### src/rtl/alu_pipe_pkg.sv
// Shared types for the pipelined ALU: opcode enum and the generic per-stage record.
package alu_pipe_pkg;

    localparam int unsigned OP_W  = 4;
    localparam int unsigned MAX_W = 48;

    typedef enum logic [OP_W-1:0] {
        OP_AND  = 4'h0,
        OP_OR   = 4'h1,
        OP_XOR  = 4'h2,
        OP_ADD  = 4'h3,
        OP_ADDC = 4'h4,
        OP_SUB  = 4'h5,
        OP_SEQ  = 4'h6,
        OP_SLTU = 4'h7,
        OP_SLTS = 4'h8,
        OP_SLL  = 4'h9,
        OP_SRL  = 4'hA,
        OP_MUL  = 4'hB
    } op_t;

    // Widest-case stage record; the top narrows data to DATA_W via its own lane type.
    typedef struct packed {
        logic             valid;
        logic [MAX_W-1:0] data;
        logic             carry;
        logic             illegal;
    } stage_t;

endpackage

### src/rtl/alu_pipe_stage.sv
// One delay register of the ALU result pipeline; clears on async reset or flush.
module alu_pipe_stage
    import alu_pipe_pkg::*;
#(
    parameter type stage_type = stage_t
) (
    input  logic      clock,
    input  logic      reset,
    input  logic      flush,
    input  stage_type d,
    output stage_type q
);

    // Upstream already zeroes data of invalid entries, so a plain copy keeps that invariant.
    always_ff @(posedge clock or posedge reset) begin
        if (reset) begin
            q <= '0;
        end else if (flush) begin
            q <= '0;
        end else begin
            q <= d;
        end
    end

endmodule

### src/rtl/alu_pipe.sv
// Parametrised pipelined integer ALU: compute in stage 1, LATENCY-1 delay stages after.
// Optional multiplier on op B enabled by defining ALU_PIPE_MUL_EN.
module alu_pipe
    import alu_pipe_pkg::*;
#(
    parameter int unsigned DATA_W  = 16,
    parameter int unsigned LATENCY = 2
) (
    input  logic              clock,
    input  logic              reset,
    input  logic              in_valid,
    input  logic [3:0]        in_op,
    input  logic [DATA_W-1:0] in0,
    input  logic [DATA_W-1:0] in1,
    input  logic              carryin,
    input  logic              flush,
    output logic              out_valid,
    output logic [DATA_W-1:0] out,
    output logic              carryout,
    output logic              out_illegal
);

    localparam int unsigned SH_W = (DATA_W > 1) ? $clog2(DATA_W) : 1;

    typedef struct packed {
        logic              valid;
        logic [DATA_W-1:0] data;
        logic              carry;
        logic              illegal;
    } lane_t;

    op_t             op;
    logic [DATA_W:0] sum;
    logic [DATA_W:0] diff;
    logic [SH_W-1:0] shamt;
    lane_t           result;
    lane_t           s1;
    lane_t           chain [LATENCY];

    assign op    = op_t'(in_op);
    assign shamt = in1[SH_W-1:0];
    assign sum   = {1'b0, in0} + {1'b0, in1} + {{DATA_W{1'b0}}, (op == OP_ADDC) & carryin};
    assign diff  = {1'b0, in0} - {1'b0, in1};

`ifdef ALU_PIPE_MUL_EN
    logic [2*DATA_W-1:0] prod;
    assign prod = {{DATA_W{1'b0}}, in0} * {{DATA_W{1'b0}}, in1};
`endif

    always_comb begin
        result       = '0;
        result.valid = 1'b1;
        case (op)
            OP_AND:  result.data = in0 & in1;
            OP_OR:   result.data = in0 | in1;
            OP_XOR:  result.data = in0 ^ in1;
            OP_ADD,
            OP_ADDC: begin
                result.data  = sum[DATA_W-1:0];
                result.carry = sum[DATA_W];
            end
            OP_SUB: begin
                result.data  = diff[DATA_W-1:0];
                result.carry = diff[DATA_W];
            end
            OP_SEQ:  result.data = {{(DATA_W-1){1'b0}}, in0 == in1};
            OP_SLTU: result.data = {{(DATA_W-1){1'b0}}, in0 < in1};
            OP_SLTS: result.data = {{(DATA_W-1){1'b0}}, $signed(in0) < $signed(in1)};
            OP_SLL:  result.data = in0 << shamt;
            OP_SRL:  result.data = in0 >> shamt;
`ifdef ALU_PIPE_MUL_EN
            OP_MUL: begin
                result.data  = prod[DATA_W-1:0];
                result.carry = |prod[2*DATA_W-1:DATA_W];
            end
`endif
            default: result.illegal = 1'b1;
        endcase
    end

    // Stage 1 zeroes the whole record when nothing valid is captured.
    always_ff @(posedge clock or posedge reset) begin
        if (reset) begin
            s1 <= '0;
        end else if (flush || !in_valid) begin
            s1 <= '0;
        end else begin
            s1 <= result;
        end
    end

    assign chain[0] = s1;

    for (genvar g = 0; g < LATENCY - 1; g++) begin : g_stage
        alu_pipe_stage #(
            .stage_type(lane_t)
        ) u_stage (
            .clock(clock),
            .reset(reset),
            .flush(flush),
            .d    (chain[g]),
            .q    (chain[g+1])
        );
    end

    assign out_valid   = chain[LATENCY-1].valid;
    assign out         = chain[LATENCY-1].data;
    assign carryout    = chain[LATENCY-1].carry;
    assign out_illegal = chain[LATENCY-1].illegal;

endmodule

### config.mk
export PLATFORM = sky130hd
export DESIGN_NAME = alu_pipe
export DESIGN_NICKNAME = d
export VERILOG_FILES = /design/src/rtl/alu_pipe_pkg.sv /design/src/rtl/alu_pipe_stage.sv /design/src/rtl/alu_pipe.sv
export SDC_FILE = /design/constraint.sdc
export NUM_CORES = 1
export LEC_CHECK = 0
export CAP_MARGIN = 20
export CORE_UTILIZATION = 30
export DETAILED_ROUTE_END_ITERATION = 10
export GPL_TIMING_DRIVEN = 0
export PLACE_DENSITY = 0.58
export SYNTH_ARGS = -nofsm -noshare
export SYNTH_HDL_FRONTEND = slang
export SYNTH_SLANG_ARGS = --single-unit
### constraint.sdc
create_clock -name clock -period 1.13 [get_ports clock]
set_input_delay 0.2825 -clock clock [delete_from_list [all_inputs] [get_ports clock]]
set_output_delay 0.2825 -clock clock [all_outputs]
set_load 0.005 [all_outputs]
* After elaboration in Yosys (flattened, before gate mapping)
Cells that the tools add are included.
** Cells by class
- Bitwise logic cells :: 4
- Reductions and logical operators :: 5
- $lt $le $gt $ge :: 2
- Mux-type cells :: 5
- Add/subtract/negate cells :: 3
- Equal/unequal tests :: 11
- Shifts and indexed selects :: 2
** Operator list (number)
- 16-bit case mux with 10 select lines :: 1
- 19-bit 2-to-1 mux :: 2
- 16-bit < comparator :: 2
- 16-bit by 16-bit adder with 17-bit output :: 1
- 17-bit by 1-bit adder with 17-bit output :: 1
- 16-bit by 16-bit subtractor with 17-bit output :: 1
- 16-bit bitwise AND :: 1
- 16-bit equality test :: 1
- 4-bit by 3-bit equality test with 1-bit output, second input constant :: 4
- 16-bit bitwise OR :: 1
- 16-bit by 4-bit left shift with 16-bit output :: 1
- 16-bit by 4-bit >> shifter with 16-bit output :: 1
- 16-bit XOR :: 1
- 4-bit equality test, second input constant :: 3
- 11-bit OR reduction :: 1
- 4-bit by 2-bit equality test with 1-bit output, second input constant :: 2
- 4-bit by 1-bit equality test with 1-bit output, second input constant :: 1
- 4-bit logical NOT :: 1
- 1-bit case mux with 2 select lines :: 1
- 2-bit OR reduction :: 1
- 1-bit bitwise AND :: 1
- 1-bit logical NOT :: 1
- 1-bit logical OR :: 1
- 1-bit 2-to-1 mux :: 1
** Storage, ports and cells
- Output and inout bits :: 19
- Word-level logic and storage cells :: 40
- Input port bits :: 41
- Bits in registers :: 38

* Logic depth before layout (Yosys ltp)
Gate-level depths: netlist of the first run.
- Depth in word-level cells :: 5
- Depth in mapped cells :: 12
- Gate-level depth less buffers :: 11

* Hierarchy
Synthesis of the first run repeated with hierarchy kept, for this count alone.
** Unflattened totals
- Cell total of the unflattened synthesis :: 670
- Area total of the unflattened synthesis :: 5245.0 um2
** Modules (own cells, without submodules)
- alu_pipe :: sequential area each 475.5 um2, cells each 630, times used 1, area an instance 4629.4 um2
- alu_pipe_stage :: sequential area each 475.5 um2, cells each 40, times used 1, area an instance 615.6 um2

* Worst setup path before layout of the first run
OpenSTA, ideal clock, no wires.
- Kind :: input port to flip-flop
- Start point :: in in_op[2]
- End point :: reg s1, in the netlist chain[35]
- Path buffers :: 1
- Setup time :: 82 ps
- Cell stages on the path :: 12
- Arrival :: 2841 ps
- Required time :: 1048 ps
- Path slack :: -1793 ps
- Path through :: buf_2 -> nor2b_1 -> nand3_1 -> fa_1 -> fa_1 -> and2b_1 -> o2111ai_1 -> a2111oi_4 -> a21oi_2 -> xnor2_1 -> nand2_1 -> a31oi_1
** Between the ends
- Longest elaborated chain between the ends :: 5
- Elaborated cells between the ends (all ways) :: 16
- Classes of those cells :: add/sub: 1; eq/ne: 10; mux: 2; bitwise: 1; reduce/logical: 2
** Ends and longest elaborated chain
- from (decl) :: line alu_pipe.sv:12 : input logic [3:0] in_op,
- 4-bit by 3-bit equality test with 1-bit output :: line alu_pipe.sv:42, alu_pipe.sv:53
- 1-bit bitwise AND :: line alu_pipe.sv:42 : assign sum = {1'b0, in0} + {1'b0, in1} + {{DATA_W{1'b0}}, (op == OP_ADDC) & carryin};
- 17-bit by 1-bit adder with 17-bit output :: line alu_pipe.sv:42
- 16-bit case mux with 10 select lines (*) :: line alu_pipe.sv:53 : case (op)
- 19-bit 2-to-1 mux (*) :: line alu_pipe.sv:85 : end else if (flush || !in_valid) begin
- to (signal assigned) :: line alu_pipe.sv:88 : s1 <= result;
- to (decl) :: line alu_pipe.sv:37 : lane_t s1;
Mark *: on every way between the ends. The rest lies on a longest branch, timed or not.

* Final worst setup path of the first run
- Start point :: in in_op[3]
- End point :: reg s1, in the netlist chain[33]
The elaborated chain is that of the path after synthesis.

==> results.cfg, run 1 <==
[routing]
drcViolationCount = 0
wl_per_cell_um = 21.3
num_vias = 5956
ant_nets = 0
via_per_inst = 5.83
firstDrtPassIters = 5
drtIter0Drc = 478
wl_um = 21700

[global_routing]
grt_pass1_wl_um = 33100
grt_overflow = 0
first_global_vias = 5612
grt_usage = 0.236
grt_max_degree = 39
antenna_found_initial = 0

[critical_path]
cp_common_cell = fa_2
slowest_delay_ns = 0.36
cp-end-kind = flop
worstPathArrival_ns = 2.87
worstPathMaxFanout = 4
crit_required_ns = 1.32
cp-start-kind = input pin
worstPathCellList = buf_6, clkbuf_16, nor2b_4, nand3_2, fa_2, fa_2, and2b_2, o2111ai_4, a2111oi_4, buf_4, o41ai_4, xnor2_1, nand2_1, a31oi_2
critPathBufInv = 3
critical_path_class = input pin to flop
crit_family = adder cells
critical_path.slowest_cell = fa_2

[yosys]
yosys_warnings = 0
yosys.area.top_type_share = 0.174
ys_async_sr_fraction = 1.00
synth_common_cells = a21oi_1 (64), nor2_1 (64), nand2_1 (56)
synth_top_cell_by_area = dfrtp_1
netlist_top_cells_area = dfrtp_1 (17%), ha_1 (11%), a21oi_1 (5.8%), mux2i_1 (5.8%), nor2_1 (4.4%)
yosysSeqAreaShare = 0.174
synth_nets = 795
ys_types = 92
avgSynthCellArea_um2 = 7.82
synth-seq-cells = 38
synth_flop_cell = dfrtp_1
syn_area_um2 = 5480
synth_cells = 701
synth_edf_count = 0

[timing]
hold_viol = 0
rsz0062_at_grt = yes
period_share = 2.37
setup_viol = 17
fmax_mhz = 374
finalCriticalPeriod_ns = 2.68
fin_setup_tns_ns = -21.66
tightest_slew_ns = 0.936
slew_viol_final = 0
finClkSkew_ns = 0.00174
maxSlewHeadroom = 0.371
fin_ws_ns = -1.55

[placed_design]
dp_slack_ns = -2.60
numPortBuffers = 58
place.gp.congestion = 0.957
dp_hpwl_um = 16600

[cells_and_area]
syn_to_final_growth_pct = 32.8
fillers = 1862
drive_gt1_frac = 0.295
final_core_util = 0.407
diodes = 0
final_nets = 885

[die]
start_util = 0.306
dieWidth_um = 137
row_count = 49
die_area_um2 = 18800
io_pins = 60
coreArea_um2 = 17900
die_h_um = 137

[clock_tree]
root_buffer = clkbuf_16
cts.path.max_buffers = 2
clock_latency_ns = 0.28
htree_levels = 2
clkSlewWorstSetupHoldPaths_ns = 0.05
cts-hold-fix-buffers = 0
cts_tree = done
cts_sinks = 38
cts_buffers = 5

[pwr]
vdd_ir_drop_max_mv = 0.859
leakage_nw = 3.11
power_density_nw_per_um2 = 777

[worst_hold_path]
hold_class = flop to flop

[run_status]
status = complete, but fails checks
failed_checks = negative setup slack

[flow_run]
maxCapViolCount = 0
-- per-layer routing --
layer,vias to the layer above,GRT usage,share of wire
li1,2682,-,-
met1,2895,0.313,0.42
met2,309,0.379,0.45
met3,70,0.0333,0.083
met4,0,0.0995,0.044
met5,-,0,0
-- kinds of logic (layout without fill, tap and decap cells) --
kind of cell / Yosys count / after routing / synth area share
fa+ha+maj: 53 / 53 / 0.125
buf+inv: 115 / 206 / 0.114
flops: 38 / 38 / 0.174
mux: 41 / 41 / 0.0811
xor+xnor: 5 / 5 / 0.00799
simple gates: 219 / 219 / 0.201
compound gates: 230 / 230 / 0.297
-- registers in the layout (all words and copies together), names as in the netlist --
signal             flops
g_stage.u_stage.q     19
chain                 19
-- metrics by stage --
stage,instances,hold slack [ns],total power [mW],cell area [µm²]
after floorplan,701,0.249,3.02,5620
after global placement,988,0.444,3.81,6490
after detailed placement,988,0.448,3.81,6490
after CTS,1016,0.461,5.53,7150
after global routing,1021,0.482,5.97,7280
final,1021,0.455,5.66,7280
-- repair_timing --
item,4_1_cts,5_1_grt
buffers inserted,36,6
setup endpoints to repair,47,30
pin swaps,41,30
resized for setup,259,34
-- power by group --
group / internal, mW / leakage, nW / total [mW] / switching (mW)
logic: 1.18 / 2.52 / 2.88 / 1.70
registers: 1.40 / 0.525 / 1.41 / 0.0101
clock network: 0.871 / 0.0729 / 1.37 / 0.500
-- worst paths after layout --
check                           slack (ns)                        to  depth (start not counted)      start
worst min register to register        0.46   g_stage[0].u_stage.q[9]                          1  chain[28]
max in group asynchronous             0.20                 chain[24]                          2      reset
worst min-delay path                  0.46   g_stage[0].u_stage.q[9]                          1  chain[28]
worst max-delay path                 -1.55                 chain[33]                         14   in_op[3]
min in group asynchronous             0.50  g_stage[0].u_stage.q[17]                          2      reset
worst max register to register        0.53  g_stage[0].u_stage.q[17]                          1  chain[36]
-- layout make-up --
| cell class | count | area, µm² | share of cell area |
|---|---|---|---|
| flip-flops and latches | 38 | 951 | 0.131 |
| repair buffers | 99 | 873 | 0.120 |
| inverters | 59 | 243 | 0.0333 |
| multi-input cells | 548 | 4390 | 0.603 |
| plain buffers | 40 | 387 | 0.0531 |
| well taps | 229 | 287 | 0.0394 |
| clock inverters | 2 | 12.5 | 0.00172 |
| clock buffers | 6 | 139 | 0.0191 |
-- cells in the final DEF, fill, tap and decap left out, types with 11 or more instances in the layout --
cell type	count
nand2b_1	12
a21oi_1	52
buf_4	41
nand2_1	55
inv_2	11
ha_1	40
nor2b_1	25
buf_2	12
buf_6	29
o21ai_1	13
nor2_1	61
a21oi_2	11
dlygate4sd2_1	16
a211oi_1	13
mux2i_1	30
nand3_1	14
o21ai_0	27
dfrtp_1	38
inv_1	42
Power figures use the tool's default switching activity.
==> inputs of run 2 (changes only) <==
--- a/config.mk
+++ b/config.mk
@@ -10,6 +10,7 @@
 export DETAILED_ROUTE_END_ITERATION = 10
 export GPL_TIMING_DRIVEN = 0
 export PLACE_DENSITY = 0.58
+export SETUP_SLACK_MARGIN = 0.5
 export SYNTH_ARGS = -nofsm -noshare
 export SYNTH_HDL_FRONTEND = slang
 export SYNTH_SLANG_ARGS = --single-unit
==> results.cfg, run 2 (synthesis gave the netlist of run 1 again) <==
[run_status]
status = complete, but fails checks
failed_checks = negative setup slack

[placed_design]
dp_slack_ns = -2.60
numPlacedInstances = 988
dp_hpwl_um = 16400
place.gp.congestion = 0.974
numPortBuffers = 58

[clock_tree]
cts_tree = done
cts-hold-fix-buffers = 0
cts.path.max_buffers = 2
htree_levels = 2
cts_buffers = 5
cts_sinks = 38
clock_latency_ns = 0.27
root_buffer = clkbuf_16
clkSlewWorstSetupHoldPaths_ns = 0.05

[pwr]
p_clk_frac = 0.234
power_density_nw_per_um2 = 747
leakage_nw = 3.30
intPower_mw = 3.52
pwr-share-seq = 0.244
pwr-share-comb = 0.522
netSwitchingPower_mw = 2.26
vdd_ir_drop_max_mv = 0.976
power_mw = 5.78
switching_share = 0.391

[timing]
fmax_mhz = 372
finalCriticalPeriod_ns = 2.69
fin_ws_ns = -1.56
period_share = 2.38
fin_setup_tns_ns = -22.74
setup_viol = 31
maxSlewHeadroom = 0.524
tightest_slew_ns = 0.714
whs_ns = 0.112
finClkSkew_ns = 0.00417
rsz0062_at_grt = yes
hold_viol = 0
slew_viol_final = 0

[cells_and_area]
ff_latch_area_um2 = 951
final_nets = 913
layout_common_cells = nor2_1 (60), a21oi_1 (55), nand2_1 (55)
final_common_cell = nor2_1
fillers = 1782
drive_gt1_frac = 0.349
syn_to_final_growth_pct = 41.2
multi_input_area_um2 = 4520
diodes = 0
fin_cells = 1049

[routing]
wl_um = 22300
ant_nets = 0
drcViolationCount = 0
num_vias = 5949
via_per_inst = 5.67
wl_per_cell_um = 21.2
firstDrtPassIters = 6
drtIter0Drc = 478

[global_routing]
grt_max_degree = 20
first_global_vias = 5641
grt_usage = 0.236
grt_pass1_wl_um = 33200
grt_overflow = 0
antenna_found_initial = 0

[critical_path]
critPathBufInv = 3
critical_path_class = input pin to flop
critical_path.slowest_cell = fa_2
cp_common_cell = fa_2
crit_required_ns = 1.31
r2r_setup_slack_ns = 0.54
cp-end-kind = flop
crit_family = adder cells
worstPathArrival_ns = 2.87
slowest_delay_ns = 0.37
worstPathMaxFanout = 4
cp-start-kind = input pin
worstPathCellList = buf_6, clkbuf_16, nor2b_4, nand3_4, fa_2, fa_2, and2b_2, o2111ai_4, a2111oi_4, buf_4, o41ai_4, xnor2_1, nand2_1, a31oi_2

[die]
coreArea_um2 = 17900
start_util = 0.306
row_count = 49
die_h_um = 137
dieWidth_um = 137
io_pins = 60
die_area_um2 = 18800

[flow_run]
maxCapViolCount = 0

[worst_hold_path]
hold_class = input pin to async pin
run 2: cell types whose count changed in the layout (fill, tap and decap cells not counted), moves of 5 or more:
| cell | before | now |
|---|---|---|
| dlygate4sd2_1 | 16 | 11 |
| buf_2 | 12 | 18 |
| inv_1 | 42 | 37 |
| buf_6 | 29 | 51 |
| clkbuf_2 | 8 | 3 |
| o21ai_1 | 13 | 5 |
| buf_4 | 41 | 48 |
| a21oi_2 | 11 | 6 |
| o21ai_2 | 3 | 8 |
run 2: metal layers:
metal,share of wire,wire (µm),track usage
met5,0,0,0
met4,0.034,752,0.0824
met3,0.088,1960,0.0393
met2,0.46,10300,0.386
met1,0.42,9290,0.313
run 2: path summary, 6_finish.rpt:
kind,depth (start not counted),from,to
max,14,in_op[3],chain[33]
min,3,reset,g_stage[0].u_stage.q[9]
min in group clock,3,flush,g_stage[0].u_stage.q[1]
max in group asynchronous,3,reset,chain[23]
max reg2reg,1,chain[21],g_stage[0].u_stage.q[2]
min reg2reg,1,chain[32],g_stage[0].u_stage.q[13]
run 2: repair_timing:
action,CTS,global route
cloned,1,0
gates resized for setup,309,34
setup buffers,41,11
setup endpoints to repair,95,39
pin swaps,50,40
run 2: power by group through the flow:
stage | registers, mW | clock network, mW | logic [mW]
final | 1.41 | 1.35 | 3.02
after global placement | 1.43 | 0 | 2.40
after floorplan | 1.43 | 0 | 1.61
after detailed placement | 1.43 | 0 | 2.39
after CTS | 1.41 | 1.39 | 2.83
after global routing | 1.41 | 1.45 | 3.19
run 2: cell type report:
cell class / instances / area share
multi-input cells: 548 / 0.584
repair buffers: 110 / 0.127
flip-flops and latches: 38 / 0.123
plain buffers: 56 / 0.0757
well taps: 229 / 0.0370
inverters: 59 / 0.0328
clock buffers: 6 / 0.0179
clock inverters: 2 / 0.00162
repair inverters: 1 / 0.000970
run 2: stage by stage:
| step | area, µm² | util |
|---|---|---|
| finish | 7740 | 0.432 |
| global route | 7740 | 0.432 |
| CTS | 7510 | 0.420 |
| detailed placement | 6580 | 0.368 |
| global placement | 6580 | 0.368 |
| floorplan | 5720 | - |
==> inputs of run 3 (changes only) <==
--- a/config.mk
+++ b/config.mk
@@ -11,6 +11,7 @@
 export GPL_TIMING_DRIVEN = 0
 export PLACE_DENSITY = 0.58
 export SETUP_SLACK_MARGIN = 0.5
+export SKIP_LAST_GASP = 1
 export SYNTH_ARGS = -nofsm -noshare
 export SYNTH_HDL_FRONTEND = slang
 export SYNTH_SLANG_ARGS = --single-unit
==> results.cfg, run 3 (synthesis gave the netlist of run 1 again) <==
[run_status]
status = complete, but fails checks
failed_checks = negative setup slack

[pwr]
pwr-share-comb = 0.521
leakage_nw = 3.29
switching_share = 0.390
intPower_mw = 3.51
power_density_nw_per_um2 = 746
vdd_ir_drop_max_mv = 0.964
netSwitchingPower_mw = 2.24
power_mw = 5.75
p_clk_frac = 0.234
pwr-share-seq = 0.245

[cells_and_area]
final_nets = 912
fin_cells = 1048
diodes = 0
fillers = 1784
final_area_um2 = 7710
final_common_cell = nor2_1
drive_gt1_frac = 0.342
ff_latch_area_um2 = 951
layout_common_cells = nor2_1 (61), a21oi_1 (55), nand2_1 (55)
multi_input_area_um2 = 4500
syn_to_final_growth_pct = 40.6
final_core_util = 0.431

[global_routing]
grt_overflow = 0
first_global_vias = 5648
grt_usage = 0.236
antenna_found_initial = 0
grt_max_degree = 20
grt_pass1_wl_um = 33100

[clock_tree]
root_buffer = clkbuf_16
clkSlewWorstSetupHoldPaths_ns = 0.05
cts_buffers = 5
cts_tree = done
cts.path.max_buffers = 2
clock_latency_ns = 0.27
htree_levels = 2
cts_sinks = 38

[timing]
fin_setup_tns_ns = -22.45
whs_ns = 0.115
tightest_slew_ns = 0.699
fmax_mhz = 373
hold_viol = 0
fin_ws_ns = -1.55
finClkSkew_ns = 0.00290
slew_viol_final = 0
finalCriticalPeriod_ns = 2.68
setup_viol = 27
period_share = 2.37
maxSlewHeadroom = 0.529
rsz0062_at_grt = yes

[die]
die_area_um2 = 18800
die_h_um = 137
row_count = 49
start_util = 0.306
dieWidth_um = 137
io_pins = 60
coreArea_um2 = 17900

[placed_design]
numPlacedInstances = 988
numPortBuffers = 58
dp_slack_ns = -2.60
place.gp.congestion = 0.974
dpl_cell_area_um2 = 6580
dp_hpwl_um = 16400

[critical_path]
crit_required_ns = 1.31
worstReg2RegStart = chain[21]
r2r_setup_slack_ns = 0.54
cp-end-kind = flop
cp-start-kind = input pin
critical_path_class = input pin to flop
worstPathArrival_ns = 2.86
setup.worst_path.start = in_op[3]
worstPathMaxFanout = 4

[routing]
drcViolationCount = 0
via_per_inst = 5.67
wl_um = 22200
drtIter0Drc = 545
firstDrtPassIters = 5
num_vias = 5946
wl_per_cell_um = 21.2
ant_nets = 0

[flow_run]
maxCapViolCount = 0

[worst_hold_path]
hold_class = input pin to async pin
[run 3: changes by cell type in the layout (fill, tap and decap cells not counted), sizes merged]
cell and delta:
clkdlybuf4s18 +1, buf -3, clkbuf +1
[run 3: worst paths after layout]
path	cells past startpoint	to
min in group clock	3	g_stage[0].u_stage.q[1]
worst min register to register	1	g_stage[0].u_stage.q[13]
worst min-delay path	3	g_stage[0].u_stage.q[9]
worst max-delay path	14	chain[33]
worst max register to register	1	g_stage[0].u_stage.q[2]
max in group asynchronous	3	chain[23]
[run 3: power by group through the flow]
stage	logic, mW	registers [mW]	clock network [mW]
global route	3.17	1.41	1.45
CTS	2.82	1.41	1.39
floorplan	1.61	1.43	0
finish	3.00	1.41	1.35
detailed placement	2.39	1.43	0
global placement	2.40	1.43	0
[run 3: area by class of cell]
cell class	instances	share of cell area
multi-input cells	548	0.584
repair buffers	109	0.126
flip-flops and latches	38	0.123
plain buffers	56	0.0760
well taps	229	0.0372
inverters	59	0.0330
clock buffers	6	0.0180
clock inverters	2	0.00162
repair inverters	1	0.000974
[run 3: repair_timing]
action                     in CTS  in global routing
gates resized for setup       304                 31
gates cloned                    1                  0
setup endpoints to repair      95                 39
hold buffers                    0                  0
buffers inserted               41                 10
pin swaps                      50                 39
[run 3: critical path: stages]
cell	delay [ns]
buf_6	0.09
clkbuf_16	0.13
nor2b_4	0.13
nand3_4	0.08
fa_2	0.37
fa_2	0.36
and2b_2	0.27
o2111ai_4	0.15
a2111oi_4	0.31
buf_4	0.21
o41ai_4	0.08
xnor2_1	0.15
nand2_1	0.08
a31oi_2	0.15
[run 3: per-layer routing]
metal,vias up,part of all wire,global-route usage
met5,-,0,0
met1,2805,0.42,0.312
li1,2741,-,-
met4,0,0.038,0.0824
met2,333,0.46,0.385
met3,67,0.086,0.0393
